**config.mk**
```make
export PLATFORM = sky130hd
export DESIGN_NAME = rr_stream_arbiter
export DESIGN_NICKNAME = d
export VERILOG_FILES = /design/src/rtl/rr_stream_arbiter.sv
export SDC_FILE = /design/constraint.sdc
export NUM_CORES = 1
export LEC_CHECK = 0
export BUFFER_PORTS_ARGS = -buffer_cell sky130_fd_sc_hd__buf_2
export CAP_MARGIN = 20
export CORE_ASPECT_RATIO = 1.25
export CORE_MARGIN = 2
export CORE_UTILIZATION = 42
export DETAILED_ROUTE_END_ITERATION = 12
export PLACE_DENSITY = 0.87
export SKIP_CTS_REPAIR_TIMING = 1
export SLEW_MARGIN = 10
export SYNTH_ARGS = -nofsm -noshare
export SYNTH_HDL_FRONTEND = slang
export SYNTH_SLANG_ARGS = --single-unit
```
**constraint.sdc**
```tcl
create_clock -name clk -period 2 [get_ports clk]
set_input_delay 0.2 -clock clk [delete_from_list [all_inputs] [get_ports clk]]
set_output_delay 0.2 -clock clk [all_outputs]
set_load 0.03 [all_outputs]
```
**src/rtl/rr_stream_arbiter.sv**
```systemverilog
// rr_stream_arbiter
//   Round-robin arbiter that merges NUM_INPUTS valid/ready streams into one
//   registered output stream. The search for the next grant starts at the
//   stream after the last one granted, so continuously valid streams are
//   served in strict rotation. The output register drains and reloads in
//   the same cycle, giving one beat per cycle under full load.
//
// Ports
//   clk            : clock, rising edge
//   rst_n          : asynchronous active-low reset
//   data_in        : per-stream payload, unpacked [NUM_INPUTS-1:0]
//   data_in_valid  : per-stream valid
//   data_in_ready  : per-stream ready, at most one bit set
//   data_out       : registered payload of the accepted beat
//   data_out_valid : output register holds a beat
//   data_out_ready : downstream accepts the output beat
//   select         : registered index of the stream that produced data_out
module rr_stream_arbiter #(
    parameter int NUM_INPUTS = 4,
    parameter int DATA_WIDTH = 32,
    localparam int SELECT_WIDTH = $clog2(NUM_INPUTS)
) (
    input  logic                    clk,
    input  logic                    rst_n,
    input  logic [DATA_WIDTH-1:0]   data_in [NUM_INPUTS-1:0],
    input  logic [NUM_INPUTS-1:0]   data_in_valid,
    output logic [NUM_INPUTS-1:0]   data_in_ready,
    output logic [DATA_WIDTH-1:0]   data_out,
    output logic                    data_out_valid,
    input  logic                    data_out_ready,
    output logic [SELECT_WIDTH-1:0] select
);

    logic [SELECT_WIDTH-1:0] r_ptr;
    logic [SELECT_WIDTH-1:0] r_select;
    logic [DATA_WIDTH-1:0]   r_data;
    logic                    r_valid;

    logic [SELECT_WIDTH-1:0] w_grant;
    logic [SELECT_WIDTH-1:0] w_ptr_next;
    logic [SELECT_WIDTH:0]   w_idx;
    logic                    w_any;
    logic                    w_load;
    logic                    w_xfer;

    // Search from r_ptr upwards with wrap. w_idx carries one spare bit so
    // r_ptr + k never overflows before the wrap subtraction.
    always_comb begin
        w_any   = 1'b0;
        w_grant = '0;
        w_idx   = '0;
        for (int unsigned k = 0; k < NUM_INPUTS; k++) begin
            w_idx = {1'b0, r_ptr} + (SELECT_WIDTH+1)'(k);
            if (w_idx >= (SELECT_WIDTH+1)'(NUM_INPUTS)) begin
                w_idx = w_idx - (SELECT_WIDTH+1)'(NUM_INPUTS);
            end
            if (!w_any && data_in_valid[w_idx[SELECT_WIDTH-1:0]]) begin
                w_any   = 1'b1;
                w_grant = w_idx[SELECT_WIDTH-1:0];
            end
        end
    end

    assign w_load = !r_valid || data_out_ready;
    // rst_n gates the transfer so no ready is offered while held in reset.
    assign w_xfer = rst_n && w_load && w_any;

    assign w_ptr_next = (w_grant == SELECT_WIDTH'(NUM_INPUTS - 1))
                        ? '0 : w_grant + SELECT_WIDTH'(1);

    always_comb begin
        data_in_ready = '0;
        if (w_xfer) begin
            data_in_ready[w_grant] = 1'b1;
        end
    end

    always_ff @(posedge clk or negedge rst_n) begin
        if (!rst_n) begin
            r_valid  <= 1'b0;
            r_data   <= '0;
            r_select <= '0;
            r_ptr    <= '0;
        end else if (w_xfer) begin
            r_valid  <= 1'b1;
            r_data   <= data_in[w_grant];
            r_select <= w_grant;
            r_ptr    <= w_ptr_next;
        end else if (data_out_ready) begin
            r_valid  <= 1'b0;
        end
    end

    assign data_out       = r_data;
    assign data_out_valid = r_valid;
    assign select         = r_select;

endmodule

```
== Yosys cells after proc, flatten, opt, wreduce, memory -nomap -nowiden ==
Cells that the tools add are included.

* Add/sub/neg operators: 8
* $lt $le $gt $ge: 10
* Equality and inequality tests: 1
* Mux-type cells: 28
* Reductions and logical operators: 12

{| class="wikitable"
|+ Operators with widths
! kind !! number
|-
| $bmux W32 S2 || 1
|-
| $mux W32 || 1
|-
| $mux W2 || 9
|-
| $lt A2 B3 Y1 const B || 5
|-
| $mux W1 || 11
|-
| $ge A3 B3 Y1 const B || 3
|-
| $bmux W1 S2 || 4
|-
| $sub A2 B1 Y2 const B || 4
|-
| $add A2 B2 Y3 const B || 2
|-
| $logic_and A1 B1 Y1 || 6
|-
| $logic_not A1 Y1 || 4
|-
| $mux W4 || 1
|-
| $add A2 B1 Y3 const B || 1
|-
| $ge A2 B3 Y1 const B || 1
|-
| $add A2 B1 Y2 const B || 1
|-
| $demux W1 S2 || 1
|-
| $eq A2 B2 Y1 const B || 1
|-
| $ge A2 B1 Y1 const B || 1
|-
| $reduce_bool A2 Y1 || 1
|-
| $logic_or A1 B1 Y1 || 1
|}

* Register bits: 37
* Output and inout port bits: 39

== Depth between registers and ports, before layout ==
* Depth in word-level cells: 19
* Gate-level depth with buffers: 7
* Mapped depth without buffers: 5

== Worst setup path before layout ==
No wires, ideal clock.

* Path kind: reg-to-output
* Start: register r_ptr[1]
* End: output data_in_ready[1]
* Data arrival time: 1.804 ns
* Path slack: -0.004 ns
* Cell stages (with the launch flop): 6
* Cells stage by stage: dfrtp_1 > o21bai_1 > a221oi_1 > nor2_1 > buf_2 > nor3_1

* Cells in the longest elaborated chain, start to end: 19
* Elaborated cells on any way between the ends: 44
* Those cells by class: add/sub (7); order compare (6); mux (23); reduce/logical (8)

{| class="wikitable"
|+ RTL lines
! item !! RTL line !! RTL
|-
| start: declaration || 34 || <nowiki>logic [SELECT_WIDTH-1:0] r_ptr;</nowiki>
|-
| start signal: assignment || 88 || <nowiki>r_ptr <= w_ptr_next;</nowiki>
|-
| parallel branches: the longest is 18 deep, another holds $add A2 B1 Y3 || n/a ||
|-
| $mux W4 * || 73 || <nowiki>if (w_xfer) begin</nowiki>
|-
| end: declaration || 27 || <nowiki>output logic [NUM_INPUTS-1:0] data_in_ready,</nowiki>
|}

Every way passes the cells marked *. The select of a mux whose other input is x is not followed.

== Worst setup path in the final report ==
Ends and elaborated chain as after synthesis.

==> reports/metrics.yaml <==
cp.required_ps: 1800
mostFrequentLayoutCell: "buf_2"
final_area_sq_um: 3550
io_buffers: 173
worst_pin_slew_ps: 491
cts_tree: "yes"
area_delta_synth_final_pct: 43.9
netlist_instances: 218
synth_area_leader_cell: "dfrtp_1"
antenna_left: 0
drc_errors: 0
via_per_inst: 5.40
ys_types: 25
grt_pass1_vias: 2444
max_freq_mhz: 512
clockRootBuffer: "clkbuf_8"
clkSlewWorstSetupHoldPaths_ps: 70
dieArea_sq_um: 6510
nets: 524
synth-simple-area-share: 0.0927
status: "finished, violations left"
critPathArrivalTime_ps: 1750
power_density_nw_per_um2: 1290
finalWirelength_microns: 7110
chipWidth_microns: 72.6
rows: 31
crit_path_end_kind: "output pin"
p_leak_nw: 1.94
initial_core_util: 0.430
synth_top_cell_area_share: 0.375
finalCritPeriodShare: 0.976
cts_buffer_depth: 2
multi_input_area_sq_um: 1450
synth_fp_nets: 353
core_area_sq_um: 5740
violations: "negative hold slack"
synth_top_family_by_area: "multiplexers"
synth-seq-cells: 37
clock_sinks: 37
final_hold_viol_count: 9
irDropWorstVdd_v: 0.000678
place_area_sq_um: 3420
avgSynthCellArea_sq_um: 11.3
ys_seq_area_frac: 0.375
final_cell_mix: "buf_2 (171), mux2i_1 (64), nand2_1 (37), dfrtp_1 (37), o221ai_2 (29)"
fin_skew_ps: 7.33
grt_pass1_wl_microns: 10900
synth.area.mux_share: 0.259
cp_max_fo: 7
route.vias.total: 2458
cts_max_level: 2
hpwl_microns: 5520
seqCellArea_sq_um: 926
slew_headroom: 0.673
antenna_found_initial: 0
synth_compound_gate_area_share: 0.213
critPathKind: "flip-flop to output pin"
grt_max_degree: 38
gr-total-overflow: 0
yosys_warnings: 0
whs_ps: -13.0
dr.pass1.iters: 4
drive_above_1_share: 0.589
netlist_area_sq_um: 2470
numCtsBuffers: 5
synth-main-ff-cell: "dfrtp_1"
finalWorstSetupSlack_ps: 48.1
die_y_microns: 89.7
holdCritPathClass: "input port to asynchronous set/reset pin"
wl_per_cell_microns: 15.6
io_pins: 174
maxCapViolCount: 0
diodes: 0
drtIter0Drc: 105
synthArstFlopShare: 1.00
synthAdderAreaFrac: 0
synthTopCellsByArea: "dfrtp_1 (37%), mux2i_1 (26%), o221ai_2 (18%)"
gr-usage-all-layers: 0.212
setup_viol: 0
synth_xor_xnor_area_share: 0.00355
insertion_delay_ps: 280
dp_slack_ps: 91.1
synth_edf_count: 0
crit_path_start_kind: "flip-flop"
maxSlewViolCount: 0
period_minus_slack_ps: 1950
gp_congestion: 0.785
fillers: 460
-- registers in the layout, indices dropped and copies added (netlist names) --
name            cells
data_out_valid      1
data_out           32
select              2
r_ptr               2
-- cells in the mapped netlist, drive strengths merged, types with 2 or more instances --
master / count
clkbuf: 4
a221oi: 2
nand2: 37
o21ai: 3
inv: 3
mux2i: 64
o221ai: 32
buf: 15
a21oi: 3
dfrtp: 37
nand2b: 4
nor2: 3
nor3: 4
-- worst paths after layout --
kind                               from               end  slack [ps]  cells past startpoint
setup / recovery               r_ptr[1]  data_in_ready[1]          50                      5
hold / removal                    rst_n         select[1]         -10                      2
setup reg to reg               r_ptr[1]       data_out[2]         120                      6
hold reg to reg            data_out[13]      data_out[13]         490                      2
max in group asynchronous         rst_n      data_out[13]        1650                      2
min in group clk                  rst_n    data_out_valid         190                      3
-- area by class of cell --
class,instances,area share
Clock buffer,7,0.0243
Sequential cell,37,0.260
Inverter,3,0.00317
Tap cell,66,0.0232
Multi-Input combinational cell,159,0.408
Timing Repair Buffer,183,0.281
-- routing by layer --
| layer | global-route usage | vias to the layer above | share of wire | wire [microns] |
|---|---|---|---|---|
| li1 | - | 1170 | - | - |
| met1 | 0.223 | 1162 | 0.36 | 2570 |
| met2 | 0.406 | 112 | 0.55 | 3940 |
| met3 | 0.0381 | 14 | 0.067 | 475 |
| met4 | 0.0710 | 0 | 0.018 | 127 |
| met5 | 0 | - | 0 | 0 |
-- where the power goes --
group          internal (W)  switching (W)  total [W]
Sequential          0.00106       0.000172    0.00123
Combinational       0.00112        0.00170    0.00282
Clock              0.000274       0.000247   0.000521
Total               0.00246        0.00212    0.00458
-- cell families after synthesis --
group / Yosys count
AOI/OAI and AO/OA: 42
xor gates and xnor gates: 1
buffers and inverters: 22
DFF: 37
muxes: 64
and+or+nand+nor: 52
-- metrics by stage --
| stage | cells | power [W] | hold slack [ps] | util | TNS, ps |
|---|---|---|---|---|---|
| 3_5_place_dp | 447 | 0.00403 | 312 | 0.596 | 0 |
| 5_1_grt | 455 | 0.00484 | 25.6 | 0.619 | -20.7 |
| 4_1_cts | 454 | 0.00456 | 3.96 | 0.611 | -195 |
| 3_3_place_gp | 447 | 0.00394 | 298 | 0.596 | 0 |
| 6_report | 455 | 0.00458 | -13.0 | 0.619 | 0 |
| 2_1_floorplan | 218 | 0.00326 | -95.6 | - | -6.39 |
-- worst max-delay path: stages (launching register included) --
cell	delay (ps)
dfrtp_1	410
o21bai_1	180
a221oi_2	340
nor2_4	140
nor3_1	170
buf_2	230
Power figures use the tool's default switching activity.
